`src/rtl/mac_dot_acc.sv`:
```
// rtl/mac_dot_acc.sv - signed multi-lane multiply-accumulate dot-product engine
// Optional clamp-on-overflow accumulation is enabled by defining MAC_SAT_EN.
module mac_dot_acc #(
    parameter int IN_W  = 8,
    parameter int ACC_W = 32,
    parameter int LANES = 4
) (
    input  logic                    clk,
    input  logic                    reset_n,
    input  logic                    in_valid,
    output logic                    in_ready,
    input  logic                    in_last,
    input  logic [LANES*IN_W-1:0]   in_a,
    input  logic [LANES*IN_W-1:0]   in_b,
    output logic                    out_valid,
    input  logic                    out_ready,
    output logic [ACC_W-1:0]        out_data,
    output logic                    out_ovf
);

    localparam int PROD_W = 2 * IN_W;
    localparam int SUM_W  = PROD_W + $clog2(LANES);
    // Extended width holds any acc + SUM exactly, even if ACC_W < SUM_W.
    localparam int EW     = ((ACC_W > SUM_W) ? ACC_W : SUM_W) + 1;

    logic adv;
    logic s2_load;

    assign adv      = !out_valid || out_ready;
    assign in_ready = adv;

    logic signed [PROD_W-1:0] prod [LANES];
    logic signed [SUM_W-1:0]  lane_sum;

    always_comb begin
        lane_sum = '0;
        for (int i = 0; i < LANES; i++) begin
            prod[i]  = PROD_W'($signed(in_a[i*IN_W +: IN_W])) *
                       PROD_W'($signed(in_b[i*IN_W +: IN_W]));
            lane_sum = lane_sum + SUM_W'(prod[i]);
        end
    end

    logic signed [SUM_W-1:0] s1_sum;
    logic                    s1_valid;
    logic                    s1_last;

    always_ff @(posedge clk or negedge reset_n) begin
        if (!reset_n) begin
            s1_sum   <= '0;
            s1_valid <= 1'b0;
            s1_last  <= 1'b0;
        end else if (adv) begin
            s1_valid <= in_valid;
            if (in_valid) begin
                s1_sum  <= lane_sum;
                s1_last <= in_last;
            end
        end
    end

    logic signed [ACC_W-1:0] acc;
    logic                    first;
    logic                    ovf_acc;

    logic signed [EW-1:0]    base_w;
    logic signed [EW-1:0]    add_w;
    logic signed [EW-1:0]    nxt_w;
    logic signed [ACC_W-1:0] nxt_trunc;
    logic                    ovf;
    logic                    ovf_next;
    logic signed [ACC_W-1:0] acc_next;

    assign s2_load = adv && s1_valid;

`ifdef MAC_SAT_EN
    localparam logic signed [ACC_W-1:0] ACC_MAX = {1'b0, {(ACC_W-1){1'b1}}};
    localparam logic signed [ACC_W-1:0] ACC_MIN = {1'b1, {(ACC_W-1){1'b0}}};

    logic sat_pos;
    logic sat_neg;
    logic sat_pos_next;
    logic sat_neg_next;
`endif

    always_comb begin
        base_w    = first ? '0 : EW'(acc);
        add_w     = EW'(s1_sum);
        nxt_w     = base_w + add_w;
        nxt_trunc = nxt_w[ACC_W-1:0];
        ovf       = (EW'(nxt_trunc) != nxt_w);
        ovf_next  = (first ? 1'b0 : ovf_acc) | ovf;
`ifdef MAC_SAT_EN
        // Once clamped, the vector stays pinned in that direction.
        sat_pos_next = first ? (ovf && !nxt_w[EW-1])
                             : (sat_pos || (!sat_neg && ovf && !nxt_w[EW-1]));
        sat_neg_next = first ? (ovf && nxt_w[EW-1])
                             : (sat_neg || (!sat_pos && ovf && nxt_w[EW-1]));
        if (sat_pos_next) begin
            acc_next = ACC_MAX;
        end else if (sat_neg_next) begin
            acc_next = ACC_MIN;
        end else begin
            acc_next = nxt_trunc;
        end
`else
        acc_next = nxt_trunc;
`endif
    end

`ifdef MAC_SAT_EN
    always_ff @(posedge clk or negedge reset_n) begin
        if (!reset_n) begin
            sat_pos <= 1'b0;
            sat_neg <= 1'b0;
        end else if (s2_load) begin
            sat_pos <= s1_last ? 1'b0 : sat_pos_next;
            sat_neg <= s1_last ? 1'b0 : sat_neg_next;
        end
    end
`endif

    always_ff @(posedge clk or negedge reset_n) begin
        if (!reset_n) begin
            acc       <= '0;
            first     <= 1'b1;
            ovf_acc   <= 1'b0;
            out_data  <= '0;
            out_ovf   <= 1'b0;
            out_valid <= 1'b0;
        end else begin
            if (s2_load) begin
                if (s1_last) begin
                    out_data <= acc_next;
                    out_ovf  <= ovf_next;
                    acc      <= '0;
                    first    <= 1'b1;
                    ovf_acc  <= 1'b0;
                end else begin
                    acc      <= acc_next;
                    first    <= 1'b0;
                    ovf_acc  <= ovf_next;
                end
            end
            if (s2_load && s1_last) begin
                out_valid <= 1'b1;
            end else if (out_ready) begin
                out_valid <= 1'b0;
            end
        end
    end

endmodule
```
`config.mk`:
```
export PLATFORM = sky130hd
export DESIGN_NAME = mac_dot_acc
export DESIGN_NICKNAME = d
export VERILOG_FILES = /design/src/rtl/mac_dot_acc.sv
export SDC_FILE = /design/constraint.sdc
export NUM_CORES = 1
export LEC_CHECK = 0
export BUFFER_PORTS_ARGS = -buffer_cell sky130_fd_sc_hd__clkbuf_2
export CORE_ASPECT_RATIO = 0.5
export CORE_MARGIN = 5
export CORE_UTILIZATION = 58
export DETAILED_ROUTE_END_ITERATION = 6
export PLACE_DENSITY = 0.77
export SKIP_CTS_REPAIR_TIMING = 1
export SYNTH_ARGS = -nofsm -noshare
export SYNTH_HDL_FRONTEND = slang
export SYNTH_SLANG_ARGS = --single-unit
```
`constraint.sdc`:
```
create_clock -name clk -period 3.6 [get_ports clk]
set_input_delay 1.08 -clock clk [delete_from_list [all_inputs] [get_ports clk]]
set_output_delay 1.08 -clock clk [all_outputs]
set_load 0.01 [all_outputs]
```
* Word level (Yosys, flattened, before mapping) *
Cells that the tools add are included.

storage, ports and cells
  register bits after elaboration = 88
  input port bits = 69
  output and inout bits = 35
  logic and storage cells = 33

cells by class
  add/subtract/negate cells = 4
  multiply operators = 4
  equal/unequal tests = 1
  mux-type cells = 7
  bitwise logic cells = 1
  reduce and logical (&&, ||, !) cells = 7

operator list
  kind                 number
  $mul A8 B8 Y16       4
  $add A33 B18 Y33     1
  $mux W33             1
  $mux W32             1
  $add A17 B16 Y18     1
  $add A18 B16 Y18     1
  $add A16 B16 Y17     1
  $mux W1              5
  $reduce_and A2 Y1    2
  $logic_and A1 B1 Y1  2
  $reduce_bool A2 Y1   1
  $logic_not A1 Y1     1
  $logic_or A1 B1 Y1   1
  $ne A1 B1 Y1         1
  $or A1 B1 Y1         1

* Logic depth before layout (Yosys ltp) *
  depth in word-level cells = 5
  gate-level depth with buffers = 26
  depth with buffers taken out = 26

* Worst setup path after synthesis *
OpenSTA, ideal clock, no wires.

  path kind = input -> register
  start = in in_a[29]
  end = reg s1_sum[17]
  library setup time = 0.134 ns
  arrival = 7.046 ns
  data required time = 3.466 ns
  slack = -3.580 ns
  stages = 21
  path buffers = 0
  cells stage by stage = and2_1 -> fa_1 -> inv_1 -> fa_1 -> fa_1 -> inv_1 -> fa_1 -> fa_1 -> fa_1 -> fa_1 -> fa_1 -> ha_1 -> a21o_1 -> a21oi_1 -> o21bai_1 -> a31oi_1 -> o21ai_0 -> o41ai_1 -> o21ai_0 -> xnor2_1 -> o21ai_0

between the ends
  word-level cells in the longest chain between the ends = 2

ends and longest elaborated chain
  item                  RTL line  text
  start, declared       13        input logic [LANES*IN_W-1:0] in_a,
  $mul A8 B8 Y16        38        prod[i] = PROD_W'($signed(in_a[i*IN_W +: IN_W])) *
  $add A18 B16 Y18      40        lane_sum = lane_sum + SUM_W'(prod[i]);
  end signal, assigned  56        s1_sum <= lane_sum;
  end, declared         44        logic signed [SUM_W-1:0] s1_sum;

Every way passes these cells.
A chain may end at the register's enable or synchronous reset.

* Final worst setup path *
  start = in in_a[2]
  end = reg s1_sum[15]

between the ends
  word-level cells in the longest chain between the ends = 4

ends and longest elaborated chain
  item              RTL line
  $mul A8 B8 Y16    38
  $add A16 B16 Y17  40
  $add A17 B16 Y18  40
  $add A18 B16 Y18  40

Every way passes these cells.

==> key figures <==
Cells and area
  – Commonest non-fill, non-tap cell in the layout: inv_1
  – Nets: between 2000 and 2500
  – Ant. Diodes: 0
  – Post-route cell area: roughly 0.019 mm2
  – FILL cells: between 1500 and 2000
  – Layout Cells excl Fill: ~2200
  – Layout cells sized above 1: between 20% and 30%
  – Synth-to-layout area growth: 20.9%
  – Commonest cells after routing, fill and taps aside: 354 x inv_1, 308 x fa_1, 179 x buf_4, 136 x and2_1, 130 x nand2_1

Run status
  – Status: complete, but fails checks
  – Failing checks: negative setup slack

Logic synthesis
  – Synthesized flop and latch total: just under 90
  – Post-synthesis area per instance: a little under 10 um2
  – Top_reg_cell synth: dfrtp_1
  – Seq/Total Area, Yosys: between 10% and 20%
  – Post-synth EDFFs: 0
  – Syn_nets: 2137
  – Cell variety after synth: 50
  – Combined area of all synthesized cells: 0.0159 mm2
  – Ys Warns: 0
  – FFs w/ async S/R, synth: between 90% and 100%
  – Synth Instances: 1620

Clock network
  – CTS Buffer Depth: 2
  – CTS tree: yes
  – Clock transition at path regs: around 0.060 ns
  – Number of buffers created by CTS: 9
  – Clock latency on the worst-skew pair: about 0.35 ns
  – CTS H-Tree Depth: 3
  – Root buffer cell: clkbuf_16
  – Sink Count: between 80 and 90

STA
  – Final setup margin: -3.41 ns
  – Fin crit share: 195%
  – Final Hold Viols: 0
  – Final hold slack: 0.475 ns
  – Rel. slew slack: 26.8%
  – Final Skew: slightly below 0.009 ns
  – RSZ-0062 raised after global routing: true
  – Finish-stage setup viols: 18
  – FMAX: between 0.1 and 0.15 GHz
  – Slew Limit Fails: 0
  – Tmin final: about 7 ns
  – Sum Neg Setup Slack: -43.36 ns
  – Worst Max-Slew Pin Slew: ~1.1 ns

GRT
  – Global-route usage over all layers: a little under a quarter
  – GR peak layer: met2
  – GR Util met3: 2.14%
  – Largest net degree at the start of global routing: about 90
  – Global-route met1 utilization: between 30% and 40%
  – First-pass GRT wire length: ~60000 um
  – Vias in the first global route: between 10000 and 15000
  – Gr ovfl total: 0
  – Initial antenna violation count: 0
  – Met2 usage: 41.9%

Worst setup path
  – Setup CP Type: primary input to flop
  – Worst EP arrival: roughly 7.3 ns
  – Flop2flop setup slack: -0.05 ns
  – Worst Path Max Fanout: 6
  – Worst setup EP type: flop
  – Startpoint Class: primary input
  – Worst EP required: ~3.8 ns

Floorplanning
  – Die height: 127 um
  – Core area: between 0.02 and 0.03 mm2
  – Initial Utilization: 59.4%
  – Io pins: ~100
  – Die Wd: approximately 240 um
  – Core Rows: between 40 and 50
  – Die area: 0.0310 mm2

Drt
  – Initial drt markers: approximately 560
  – DRT antenna net count: 0
  – Final wirelength: around 37000 um
  – DRC: 0
  – Per-cell routed wire length: roughly 16 um
  – DRT Pass-1 Iters: 5
  – Vias: roughly 12000
  – Via-to-Cell Ratio: 5.22

Placed design
  – I/O Buffers: 103
  – Placer congestion estimate: roughly 0.94
  – Inst Count DP: 2204
  – Placed Area: about 0.018 mm2
  – Final HPWL DP: 30400 um

Worst hold path
  – Hold WC Path Type: flop to flop

Job
  – Max-cap violations: 0
-- per-stage QoR --
step,utilization [%],worst slack (ns)
global placement,67.5,-3.71
finish,71.9,-3.41
detailed placement,67.5,-3.84
global route,71.9,-3.61
floorplan,-,-3.33
CTS,68.6,-3.49
-- sequential cells by signal (all words and copies together), names as in the netlist --
signal and count:
acc 32, out_data 32, s1_sum 18, first 1, out_ovf 1, out_valid 1, ovf_acc 1, s1_last 1
s1_valid 1
-- critical path, stage by stage --
cell      delay (ns)
buf_8           0.10
nand2_4         0.05
fa_1            0.54
inv_2           0.04
fa_1            0.47
inv_1           0.05
fa_1            0.49
inv_2           0.05
ha_4            0.25
inv_2           0.03
fa_1            0.50
inv_2           0.05
fa_1            0.53
inv_1           0.06
fa_1            0.49
inv_2           0.04
fa_1            0.50
fa_2            0.41
a21o_1          0.19
a21oi_2         0.22
o21bai_4        0.10
a31oi_4         0.19
o21ai_2         0.09
o41ai_2         0.30
buf_4           0.18
xor2_1          0.15
o21ai_1         0.08
-- logic make-up (layout without fill, tap and decap cells) --
logic type	count (synthesis)	count (layout)	share of synthesized area [%]
compound gates	178	178	7.45
xor+xnor	58	58	3.20
mux	25	25	1.77
buf+inv	405	682	9.62
simple gates	418	418	13.7
flops	88	88	13.9
fa+ha+maj	448	448	50.4
-- layer usage --
layer	part of all wire [%]	wire length [um]	vias up
met5	0	0	-
met4	2.8	1030	0
met3	4.4	1620	84
met2	51	18800	293
met1	42	15500	5857
li1	-	-	5496
-- final cells by class --
type,instances,area [um2],share of cell area (%)
Multi-Input combinational cell,1127,12700,66.2
Sequential cell,88,2200,11.5
Timing Repair Buffer,287,2120,11.0
Inverter,379,1420,7.42
Tap cell,352,440,2.30
Clock buffer,13,260,1.36
Clock inverter,3,40.0,0.209
-- worst paths after layout --
check,start,endpoint,cells after the start
worst min-delay path,out_data[0],out_data[0],2
worst max-delay path,in_a[2],s1_sum[15],27
worst max register to register,first,ovf_acc,12
min in group asynchronous,reset_n,s1_last,1
max in group asynchronous,reset_n,acc[6],1
worst min register to register,out_data[0],out_data[0],2
-- cell usage after synthesis, types with 2 or more instances --
cell type / count / area (um2)
a211oi_1: 8 / 60.1
a2111o_1: 2 / 22.5
nand2b_1: 18 / 113
o21ai_0: 51 / 255
clkbuf_1: 19 / 71.3
xnor2_1: 38 / 333
and3_1: 5 / 31.3
o211ai_1: 3 / 22.5
ha_1: 129 / 1610
nor3_1: 9 / 45.0
a31oi_1: 9 / 56.3
buf_2: 5 / 25.0
fa_1: 319 / 6390
buf_1: 2 / 7.51
or2_2: 2 / 12.5
o41ai_1: 2 / 17.5
o21a_1: 2 / 15.0
nand4_1: 5 / 31.3
a21o_1: 21 / 158
inv_1: 379 / 1420
a21boi_0: 2 / 15.0
and2_1: 150 / 938
mux2_2: 25 / 282
o21ai_1: 2 / 10.0
o31ai_1: 3 / 22.5
nor2b_1: 43 / 269
xor2_1: 20 / 175
a22o_1: 20 / 175
a21oi_1: 33 / 165
dfrtp_1: 87 / 2180
nand2_1: 140 / 526
o21bai_1: 9 / 67.6
nor2_1: 32 / 120
nand3_1: 10 / 50.1
Power is left out: the tool's default activity adds up to more than one toggle a clock period on the data nets, which glitch-free logic cannot reach.
